### src/rtl/matrix_loader.sv
// matrix_loader: assembles an NxN matrix of signed fixed-point elements, received one
// per cycle over a valid/ready stream in row-major order, and holds it for the
// inverse engine until acknowledged.
//
// Ports:
//   clk        system clock, rising edge
//   rst        asynchronous reset, active-high
//   in_valid   in_data carries an element this cycle
//   in_data    element value (DW bits, stored verbatim)
//   in_ready   loader can accept an element (decoded from state only)
//   clear      synchronous abort of any partial or held matrix
//   mat_out    assembled matrix; element k at [(k+1)*DW-1 : k*DW]
//   mat_valid  mat_out is complete and stable
//   mat_ack    inverse engine has taken mat_out (single-cycle pulse)
//   zero_diag  some diagonal element is zero; meaningful with mat_valid
//   mat_count  matrices acknowledged since reset, wraps at 256
module matrix_loader #(
   parameter int N  = 3,
   parameter int DW = 16
) (
   input  logic                 clk,
   input  logic                 rst,
   input  logic                 in_valid,
   input  logic [DW-1:0]        in_data,
   output logic                 in_ready,
   input  logic                 clear,
   output logic [N*N*DW-1:0]    mat_out,
   output logic                 mat_valid,
   input  logic                 mat_ack,
   output logic                 zero_diag,
   output logic [7:0]           mat_count
);

   localparam int NE = N * N;
   localparam int IW = $clog2(NE);

   localparam logic StLoad = 1'b0;
   localparam logic StHold = 1'b1;

   logic              state_q, state_d;
   logic [IW-1:0]     idx_q, idx_d;
   logic [NE*DW-1:0]  mat_q, mat_d;
   logic              zd_q, zd_d;
   logic [7:0]        cnt_q, cnt_d;
   logic              xfer, is_diag, is_last, el_zero;

   assign in_ready = (state_q == StLoad);
   assign xfer     = in_valid & in_ready;
   assign is_last  = (idx_q == IW'(NE - 1));
   assign el_zero  = (in_data == '0);

   // Diagonal elements sit at k = i*(N+1).
   always_comb begin
      is_diag = 1'b0;
      for (int i = 0; i < N; i++) begin
         if (idx_q == IW'(i * (N + 1))) is_diag = 1'b1;
      end
   end

   always_comb begin
      state_d = state_q;
      idx_d   = idx_q;
      mat_d   = mat_q;
      zd_d    = zd_q;
      cnt_d   = cnt_q;
      if (clear) begin
         // Storage is left alone; only control state is abandoned.
         state_d = StLoad;
         idx_d   = '0;
         zd_d    = 1'b0;
      end else if (state_q == StLoad) begin
         if (xfer) begin
            mat_d[int'(idx_q) * DW +: DW] = in_data;
            // Element 0 is diagonal and starts a fresh OR-accumulation.
            if (idx_q == '0) begin
               zd_d = el_zero;
            end else if (is_diag) begin
               zd_d = zd_q | el_zero;
            end
            if (is_last) begin
               idx_d   = '0;
               state_d = StHold;
            end else begin
               idx_d = idx_q + 1'b1;
            end
         end
      end else if (mat_ack) begin
         state_d = StLoad;
         cnt_d   = cnt_q + 1'b1;
      end
   end

   always_ff @(posedge clk or posedge rst) begin
      if (rst) begin
         state_q <= StLoad;
         idx_q   <= '0;
         mat_q   <= '0;
         zd_q    <= 1'b0;
         cnt_q   <= '0;
      end else begin
         state_q <= state_d;
         idx_q   <= idx_d;
         mat_q   <= mat_d;
         zd_q    <= zd_d;
         cnt_q   <= cnt_d;
      end
   end

   assign mat_out   = mat_q;
   assign mat_valid = (state_q == StHold);
   assign zero_diag = zd_q;
   assign mat_count = cnt_q;

endmodule

### config.mk
export PLATFORM = sky130hd
export DESIGN_NAME = matrix_loader
export DESIGN_NICKNAME = d
export VERILOG_FILES = /design/src/rtl/matrix_loader.sv
export SDC_FILE = /design/constraint.sdc
export NUM_CORES = 1
export LEC_CHECK = 0
export BUFFER_PORTS_ARGS = -buffer_cell sky130_fd_sc_hd__buf_2
export CORE_ASPECT_RATIO = 1.2
export CORE_MARGIN = 2
export CORE_UTILIZATION = 57
export DETAILED_ROUTE_END_ITERATION = 7
export PLACE_DENSITY_LB_ADDON = 0.15
export SLEW_MARGIN = 20
export SYNTH_ARGS = -nofsm -noshare
export SYNTH_HDL_FRONTEND = slang
export SYNTH_SLANG_ARGS = --single-unit
### constraint.sdc
create_clock -name clk -period 7.1 [get_ports clk]
set_input_delay 0.355 -clock clk [delete_from_list [all_inputs] [get_ports clk]]
set_output_delay 0.355 -clock clk [all_outputs]
set_load 0.01 [all_outputs]
# Word level (Yosys, flattened, before mapping)
# Index checks and enable logic that the tools add are counted.
[classes]
n_addsub = 3
eq_ne = 3
shift = 2
n_mux = 18
bitwise = 4
reduce_logical = 8
[ops]
columns = ["operator", "count"]
rows = [
  ["bitwise mux 144 bit", 1],
  ["variable shift 16 x 33 -> 144 bit (first input constant)", 1],
  ["variable part select 16 x 33 -> 144 bit", 1],
  ["negator 8 -> 33 bit", 1],
  ["zero test 16 bit", 1],
  ["2-to-1 mux 4 bit", 4],
  ["2-to-1 mux 1 bit", 13],
  ["AND reduction 3 bit", 3],
  ["adder 8 x 1 -> 8 bit (second input constant)", 1],
  ["adder 4 x 1 -> 4 bit (second input constant)", 1],
  ["equality test 4 x 3 -> 1 bit (second input constant)", 1],
  ["equality test 4 bit (second input constant)", 1],
  ["zero test 4 bit", 1],
  ["nonzero test 3 bit", 1],
  ["!= test 2 bit (second input constant)", 1],
  ["inverter 1 bit", 2],
  ["AND reduction 2 bit", 1],
  ["nonzero test 2 bit", 1],
  ["bitwise AND 1 bit", 1],
  ["OR 1 bit", 1],
]
[totals]
reg_bits = 158
input_bits = 21
output_inout_bits = 155
word_cells = 43

# Depth between registers and ports, before layout
# Gate-level depths: netlist of run 1.
[depth]
depth_word = 9
depth_mapped = 10
ltp_nobuf = 6

# Worst setup path before layout of run 1
# No wires, ideal clock.
[synth_path]
path_type = "flip-flop to flip-flop"
from = "register idx_q[0]"
to = "register mat_q[11] (netlist: mat_out[11])"
setup_time_ns = 0.125
arrival_ns = 2.465
path_slack_ns = 4.510
stages_incl_launch_ff = 9
path_buffers = 3
period_less_slack_ns = 2.590
cell_sequence = "dfrtp_1 buf_6 clkbuf_1 nor3_1 ha_1 or4_1 or4_1 buf_2 mux2_4"
[synth_via]
elab_chain_len = 3
elab_cells_between_ends = 4
cone_classes = "add/sub (1); shift (2); mux (1)"
[synth_rtl]
columns = ["item", "line", "source"]
rows = [
  ["start, declared", "41", "logic [IW-1:0] idx_q, idx_d;"],
  ["start signal, assigned", "102", "idx_q <= idx_d;"],
  ["negator 8 -> 33 bit *", "73", "mat_d[int'(idx_q) * DW +: DW] = in_data;"],
  ["variable part select 16 x 33 -> 144 bit / variable shift 16 x 33 -> 144 bit (equally long branches)", "73", ""],
  ["bitwise mux 144 bit *", "73", ""],
  ["end signal, assigned", "103", "mat_q <= mat_d;"],
  ["end, declared", "42", "logic [NE*DW-1:0] mat_q, mat_d;"],
]
# Mark *: on every way between the ends. The rest lies on a longest branch, timed or not.
# A chain may end at the register's enable or synchronous reset.

# Worst setup path after layout of run 1
# Same ends and word-level chain as after synthesis.

==> key figures, run 1 <==
Outcome
  – Status: complete, no violations

Global route
  – Initial antenna violation count: 0
  – Largest net degree at the start of global routing: between 80 and 90
  – Total GRT Usage: 0.265
  – First-pass GRT wire length: 25700 um
  – Vias in the first global route: ~4800
  – Aggregate global routing overflow: 0

Worst setup path
  – Kind of critical path: flip-flop to flip-flop
  – WP data arrival: 3840 ps
  – FF-to-FF setup slack: 3560 ps
  – Critical path fanouts, max: 31
  – Reg-to-reg critical path startpoint: idx_q[0]
  – CP Capture Type: flip-flop
  – R2R depth: 5
  – CP required: 7390 ps
  – Worst R2R End: mat_out[11]
  – Critical Path Start Type: flip-flop

Clock network
  – Root buffer cell: clkbuf_16
  – CTS tree: done
  – CTS Buf Count: 17
  – Longest Clk Path Bufs: 2
  – Resized cells post-CTS: 0
  – Total clock sinks: 158
  – Clk_lat worst skew: 410 ps
  – # H-tree levels: 4
  – Hold buffers post-CTS: 0
  – Reg clk slew, reported paths: about 60 ps
  – Setup Fix Bufs, Post-CTS: 0

Placement
  – Post-DP HPWL: between 10000 and 15000 um
  – Post-Place Cells: about 820
  – Place WS: 3600 ps
  – RD Place Congestion: just under 0.9
  – IO Port Bufs: 175

Synth
  – Post-synth top cells: 158 x dfrtp_1, 118 x mux2_2, 41 x nand2_1, 39 x and2_1
  – Synth Flop Type: dfrtp_1
  – Mean Syn Cell Area: 13.3 um2
  – Mapped Cells: around 510
  – Mapped Area: 0.00678 mm2
  – YS warnings: 0
  – Simple-gate portion of the synthesized area: 0.124
  – Largest family of logic cells by synthesized area: multiplexers
  – Biggest area consumer among synthesized cells: dfrtp_1
  – Post-Syn Nets: 536
  – #FFs+latches synth: approximately 160
  – Post-Synth Adder-Cell Area: 0.00738
  – Mux cell area share after synthesis: 0.213
  – Synth top area share: 0.583
  – Synth unique cells: 44
  – Register area share after synthesis: 0.583
  – Count leader, synth: dfrtp_1
  – Post-synth EDFFs: 0
  – Xor/xnor share of the synthesized area: 0.0114
  – Synth Area in Compound Gates: 0.0267
  – Area contributors post-synth: dfrtp_1 58%, mux2_2 20%, and2_1 3.6%
  – Ys async rst share: 1.00

Timing
  – Max Transition Viols Final: 0
  – Worst Tran Pin Value: 1080 ps
  – Slew HR: 0.282
  – Fmax: 0.282 GHz
  – TNS Setup: 0 ps
  – Final Setup Violations: 0
  – RSZ-0062 raised after global routing: no
  – Crit share post-route: 0.499
  – Final worst setup slack: 3560 ps
  – Layout Skew: between 6 and 7 ps
  – Final hold violation count: 0
  – Fin crit period: 3540 ps

Routing
  – DRT iter0 DRCs: 218
  – Antenna viol nets, final: 0
  – # DRC: 0
  – Avg WL per Cell: ~19 um
  – Pre-antenna DRT Iters: 4
  – Via Count: between 4000 and 5000
  – Routed wire length: 16300 um
  – DR vias/cell: about 5.5

Die
  – Die Y: 124 um
  – Die area: 0.0128 mm2
  – Ports: 176
  – Die width: 104 um
  – Row count: 43
  – Area of the core: 0.0116 mm2
  – Initial Util: 0.586

Power and ir drop
  – Pwr Density: about 240 mW/mm2
  – Max VDD drop: 128 uV
  – Static Leak: 4.67 nW

Final layout
  – Fillers: 848
  – Antenna Cells: 0
  – Nets@finish: approximately 700
  – P&R area growth vs syn: 21.8%
  – Non-filler cells, final: 843
  – Layout cells sized above 1: 0.506
  – Final Util: 0.714

Flow run
  – Max_cap viols: 0

Hold path
  – Worst Hold Class: primary input to asynchronous set/reset pin
## final cells by class
cell class / count / area, um2 / area share
inverters: 15 / 61.3 / 0.00742
clock inverters: 6 / 86.3 / 0.0105
multi-input cells: 309 / 2610 / 0.315
clock buffers: 22 / 474 / 0.0574
flip-flops and latches: 158 / 3950 / 0.479
repair buffers: 176 / 883 / 0.107
well taps: 157 / 196 / 0.0238
## state kept, by name, summed over array words and instances, names as in the netlist
| register | flops |
|---|---|
| mat_out | 144 |
| idx_q | 4 |
| mat_count | 8 |
| mat_valid | 1 |
| zero_diag | 1 |
## stage by stage
step           power (mW)  cell area, um2  hold slack, ps
5_1_grt              2.07            8260             144
3_5_place_dp         1.15            7700             465
2_1_floorplan        1.07            6780             492
6_report             2.00            8260            83.4
3_3_place_gp         1.14            7700             456
4_1_cts              2.01            8260            96.5
## routing by layer
layer / GRT usage / share of wire
met1: 0.326 / 0.40
met2: 0.462 / 0.53
met3: 0.0575 / 0.054
met4: 0.106 / 0.022
met5: 0 / 0
## power breakdown
part	switching, mW	leakage [nW]	internal, mW
sequential	0.0200	2.15	0.931
clock	0.332	0.274	0.537
combinational	0.119	2.24	0.0612
## logic make-up (layout without fill, tap and decap cells)
group / count (synthesis) / count (layout)
AO/OA/AOI/OAI: 23 / 23
XOR/XNOR: 8 / 8
adder cells (fa/ha/maj): 4 / 4
buffers and inverters: 44 / 219
flip-flops: 158 / 158
multiplexers: 129 / 129
AND/OR/NAND/NOR: 145 / 145
## worst max-delay path: stages (launching register included)
cell and delay, ps:
dfrtp_1 640, inv_1 190, ha_1 550, or4_1 580, or4_2 1050, mux2_4 410
## how the worst max path moves through the flow
| stage | startpoint | end | slack, ps |
|---|---|---|---|
| floorplan | rst | idx_q[0] | 2480 |
| global placement | idx_q[0] | mat_out[11] | 3610 |
| detailed placement | idx_q[0] | mat_out[11] | 3600 |
| CTS | idx_q[0] | mat_out[11] | 3590 |
| global route | idx_q[0] | mat_out[11] | 3390 |
| finish | idx_q[0] | mat_out[11] | 3560 |
## cells in the final DEF, fill, tap and decap left out, types with 2 or more instances in the layout
master,instances
buf_2,175
dfrtp_1,158
mux2_2,118
nand2_1,41
and2_1,39
clkbuf_16,17
o21ai_2,15
inv_1,14
and3_1,13
nand3_1,9
mux2i_1,9
nor2_1,7
nand4_1,6
xnor2_1,5
nor3_1,4
nand3b_1,4
a21oi_1,4
ha_1,4
clkbuf_8,3
or4_1,2
nand2b_1,2
nor3b_2,2
inv_6,2
and3b_1,2
nor4_1,2
xor2_1,2
clkinv_2,2
bufinv_16,2
clkbuf_1,2
Power figures use the tool's default switching activity.
==> inputs of run 2 (changes only) <==
--- a/config.mk
+++ b/config.mk
@@ -5,10 +5,11 @@
 export SDC_FILE = /design/constraint.sdc
 export NUM_CORES = 1
 export LEC_CHECK = 0
+export ABC_AREA = 1
 export BUFFER_PORTS_ARGS = -buffer_cell sky130_fd_sc_hd__buf_2
 export CORE_ASPECT_RATIO = 1.2
 export CORE_MARGIN = 2
-export CORE_UTILIZATION = 57
+export CORE_UTILIZATION = 54
 export DETAILED_ROUTE_END_ITERATION = 7
 export PLACE_DENSITY_LB_ADDON = 0.15
 export SLEW_MARGIN = 20
==> constraint.sdc (replaced) <==
create_clock -name clk -period 3.5 [get_ports clk]
set_input_delay 0.175 -clock clk [delete_from_list [all_inputs] [get_ports clk]]
set_output_delay 0.175 -clock clk [all_outputs]
set_load 0.01 [all_outputs]
==> run 2 against run 1 <==
Final cell count up 52%. Worst setup slack worse by 2900 ps. Global-route usage grew 1.5 points. Non-clock buffer count increased by 11. Critical path depth is 4 higher. Combinational power rose to 2.6 times the previous value. Sequential power rose by 99%. Flip-flop and latch count unchanged. Critical endpoint is now mat_out[57].
==> key figures, run 2 <==
Outcome
  – Status: complete, no violations

Synth
  – Synth top area share: 0.533
  – #FFs+latches synth: 158
  – Mapped Cells: ~940
  – Post-Syn Nets: slightly below 1000
  – Synth Flop Type: dfrtp_1
  – Post-synth EDFFs: 0
  – Ys async rst share: 1.00
  – YS warnings: 0
  – Mean Syn Cell Area: 7.88 um2
  – Count leader, synth: nand2_1
  – Area contributors post-synth: dfrtp_1 53%, nand2_1 19%, nor2_1 5.4%
  – Register area share after synthesis: 0.533
  – Post-synth top cells: 380 x nand2_1, 158 x dfrtp_1, 106 x nor2_1, 74 x nand3_1, 55 x o21ai_1
  – Mapped Area: 0.00742 mm2
  – Synth unique cells: 28
  – Biggest area consumer among synthesized cells: dfrtp_1

Die
  – Initial Util: 0.556
  – Area of the core: between 0.01 and 0.015 mm2
  – Die Y: roughly 130 um
  – Die width: 111 um
  – Die area: 0.0147 mm2
  – Row count: 46
  – Ports: 176

Clock network
  – Root buffer cell: clkbuf_16
  – Resized cells post-CTS: 0
  – Longest Clk Path Bufs: 2
  – Reg clk slew, reported paths: roughly 60 ps
  – CTS Buf Count: 17
  – Total clock sinks: 158
  – Clk_lat worst skew: 430 ps
  – CTS tree: done
  – Hold buffers post-CTS: 2
  – Setup Fix Bufs, Post-CTS: 0
  – # H-tree levels: 4

Final layout
  – Nets@finish: 1122
  – Multi-input gate area: between 0.003 and 0.004 mm2
  – Fillers: between 1000 and 1500
  – Final Util: 0.668
  – Largest register FFs: 144
  – Most frequent cells in the layout: 380 x nand2_1, 175 x buf_2, 158 x dfrtp_1
  – Most common cell after layout, fill and taps aside: nand2_1
  – Layout cells sized above 1: 0.225
  – Reg area: 0.00395 mm2
  – Antenna Cells: 0
  – P&R area growth vs syn: 20.1%

Worst setup path
  – Critical path fanouts, max: 34
  – Cell family with most CP delay: simple AND/OR/NAND/NOR gates
  – WP data arrival: 3160 ps
  – CP required: 3780 ps
  – CP Cell Sequence: inv_1 > ha_1 > inv_2 > nand2_2 > nand3_4 > nor2_4 > nand2_1 > nand2_1 > o21ai_1
  – CP Capture Type: flip-flop
  – Critical Path Start Type: flip-flop
  – Slowest stage cell, crit path: nand2_1
  – CP max stage delay: 590 ps
  – Buffers and inverters on the worst path: 2
  – Kind of critical path: flip-flop to flip-flop
  – CP most frequent cell: nand2_1

Flow run
  – Max_cap viols: 0

Power and ir drop
  – Max VDD drop: approximately 320 uV
  – Register share of total power: 0.458
  – Static Leak: between 4 and 5 nW
  – P_sw: 1.13 mW
  – Clock share of power: 0.430
  – Combinational group share of total power: 0.112
  – Pwr Density: 462 mW/mm2
  – Internal Power: 2.99 mW
  – Net switching fraction of the power: 0.274

Timing
  – Fmax: 0.347 GHz
  – Worst Tran Pin Value: 949 ps
  – Max Transition Viols Final: 0
  – Final hold violation count: 0
  – Slew HR: 0.366
  – Fin crit period: about 2900 ps
  – RSZ-0062 raised after global routing: no
  – Final Setup Violations: 0
  – WHS: 13.8 ps
  – Crit share post-route: 0.822
  – TNS Setup: 0 ps
  – Layout Skew: 6.92 ps

Global route
  – First-pass GRT wire length: 32300 um
  – Vias in the first global route: approximately 6300
  – Largest net degree at the start of global routing: between 80 and 90
  – Aggregate global routing overflow: 0
  – Initial antenna violation count: 0
  – Total GRT Usage: 0.280

Placement
  – RD Place Congestion: ~0.86
  – Post-DP HPWL: 14100 um
  – IO Port Bufs: 175

Hold path
  – Worst Hold Class: primary input to flip-flop

Routing
  – DRT iter0 DRCs: around 630
  – # DRC: 0
  – Avg WL per Cell: about 16 um
  – DR vias/cell: 5.22
  – Pre-antenna DRT Iters: 5
  – Via Count: 6674
  – Routed wire length: 20200 um
  – Antenna viol nets, final: 0
-- run 2: cell types whose count changed in the layout (fill, tap and decap cells not counted), sizes merged, moves of 10 or more --
| cell | change |
|---|---|
| o21ai | +49 |
| inv | +31 |
| and2 | -39 |
| nand2 | +346 |
| nand3 | +71 |
| and3 | -13 |
| mux2 | -120 |
| nor2 | +109 |
| nor3 | +10 |
-- run 2: worst paths after layout --
kind	startpoint	endpoint	slack, ps	depth (start not counted)
min in group asynchronous	rst	mat_out[97]	450	3
worst min-delay path	clear	zero_diag	10	2
worst min register to register	mat_out[102]	mat_out[102]	470	2
worst max-delay path	idx_q[0]	mat_out[57]	620	9
worst max register to register	idx_q[0]	mat_out[57]	620	9
max in group asynchronous	rst	mat_out[26]	2130	4
-- run 2: stage by stage --
step                total power, mW  cell area [um2]  setup slack (ps)  std cells
floorplan                      2.23             7430              1270        942
global placement               2.37             8330               805       1244
detailed placement             2.37             8330               685       1244
CTS                            4.14             8910               654       1278
global route                   4.28             8910               306       1278
finish                         4.12             8910               621       1278
-- run 2: power groups by stage --
stage                     sequential [mW]  clock (mW)  combinational (mW)
after detailed placement             1.92           0               0.454
final                                1.89        1.77               0.461
after global routing                 1.89        1.88               0.511
after CTS                            1.89        1.80               0.458
after global placement               1.92           0               0.454
after floorplan                      1.93           0               0.300
-- run 2: cells by family (layout without fill, tap and decap cells) --
group	count (synthesis)	after routing	synth area share
simple gates	602	602	0.339
flops	158	158	0.533
buf+inv	98	266	0.0608
compound gates	71	71	0.0504
xor+xnor	9	9	0.0106
fa+ha+maj	4	4	0.00674
-- run 2: final cells by class --
class / instances / share of cell area
flip-flops and latches: 158 / 0.444
multi-input cells: 686 / 0.339
repair buffers: 187 / 0.110
clock buffers: 20 / 0.0512
well taps: 168 / 0.0236
inverters: 47 / 0.0202
clock inverters: 12 / 0.0126
-- run 2: metal layers --
metal / wire (um) / track usage / share of wire
met1: 8570 / 0.382 / 0.42
met2: 9670 / 0.441 / 0.48
met3: 1440 / 0.0637 / 0.071
met4: 522 / 0.104 / 0.026
met5: 0 / 0 / 0
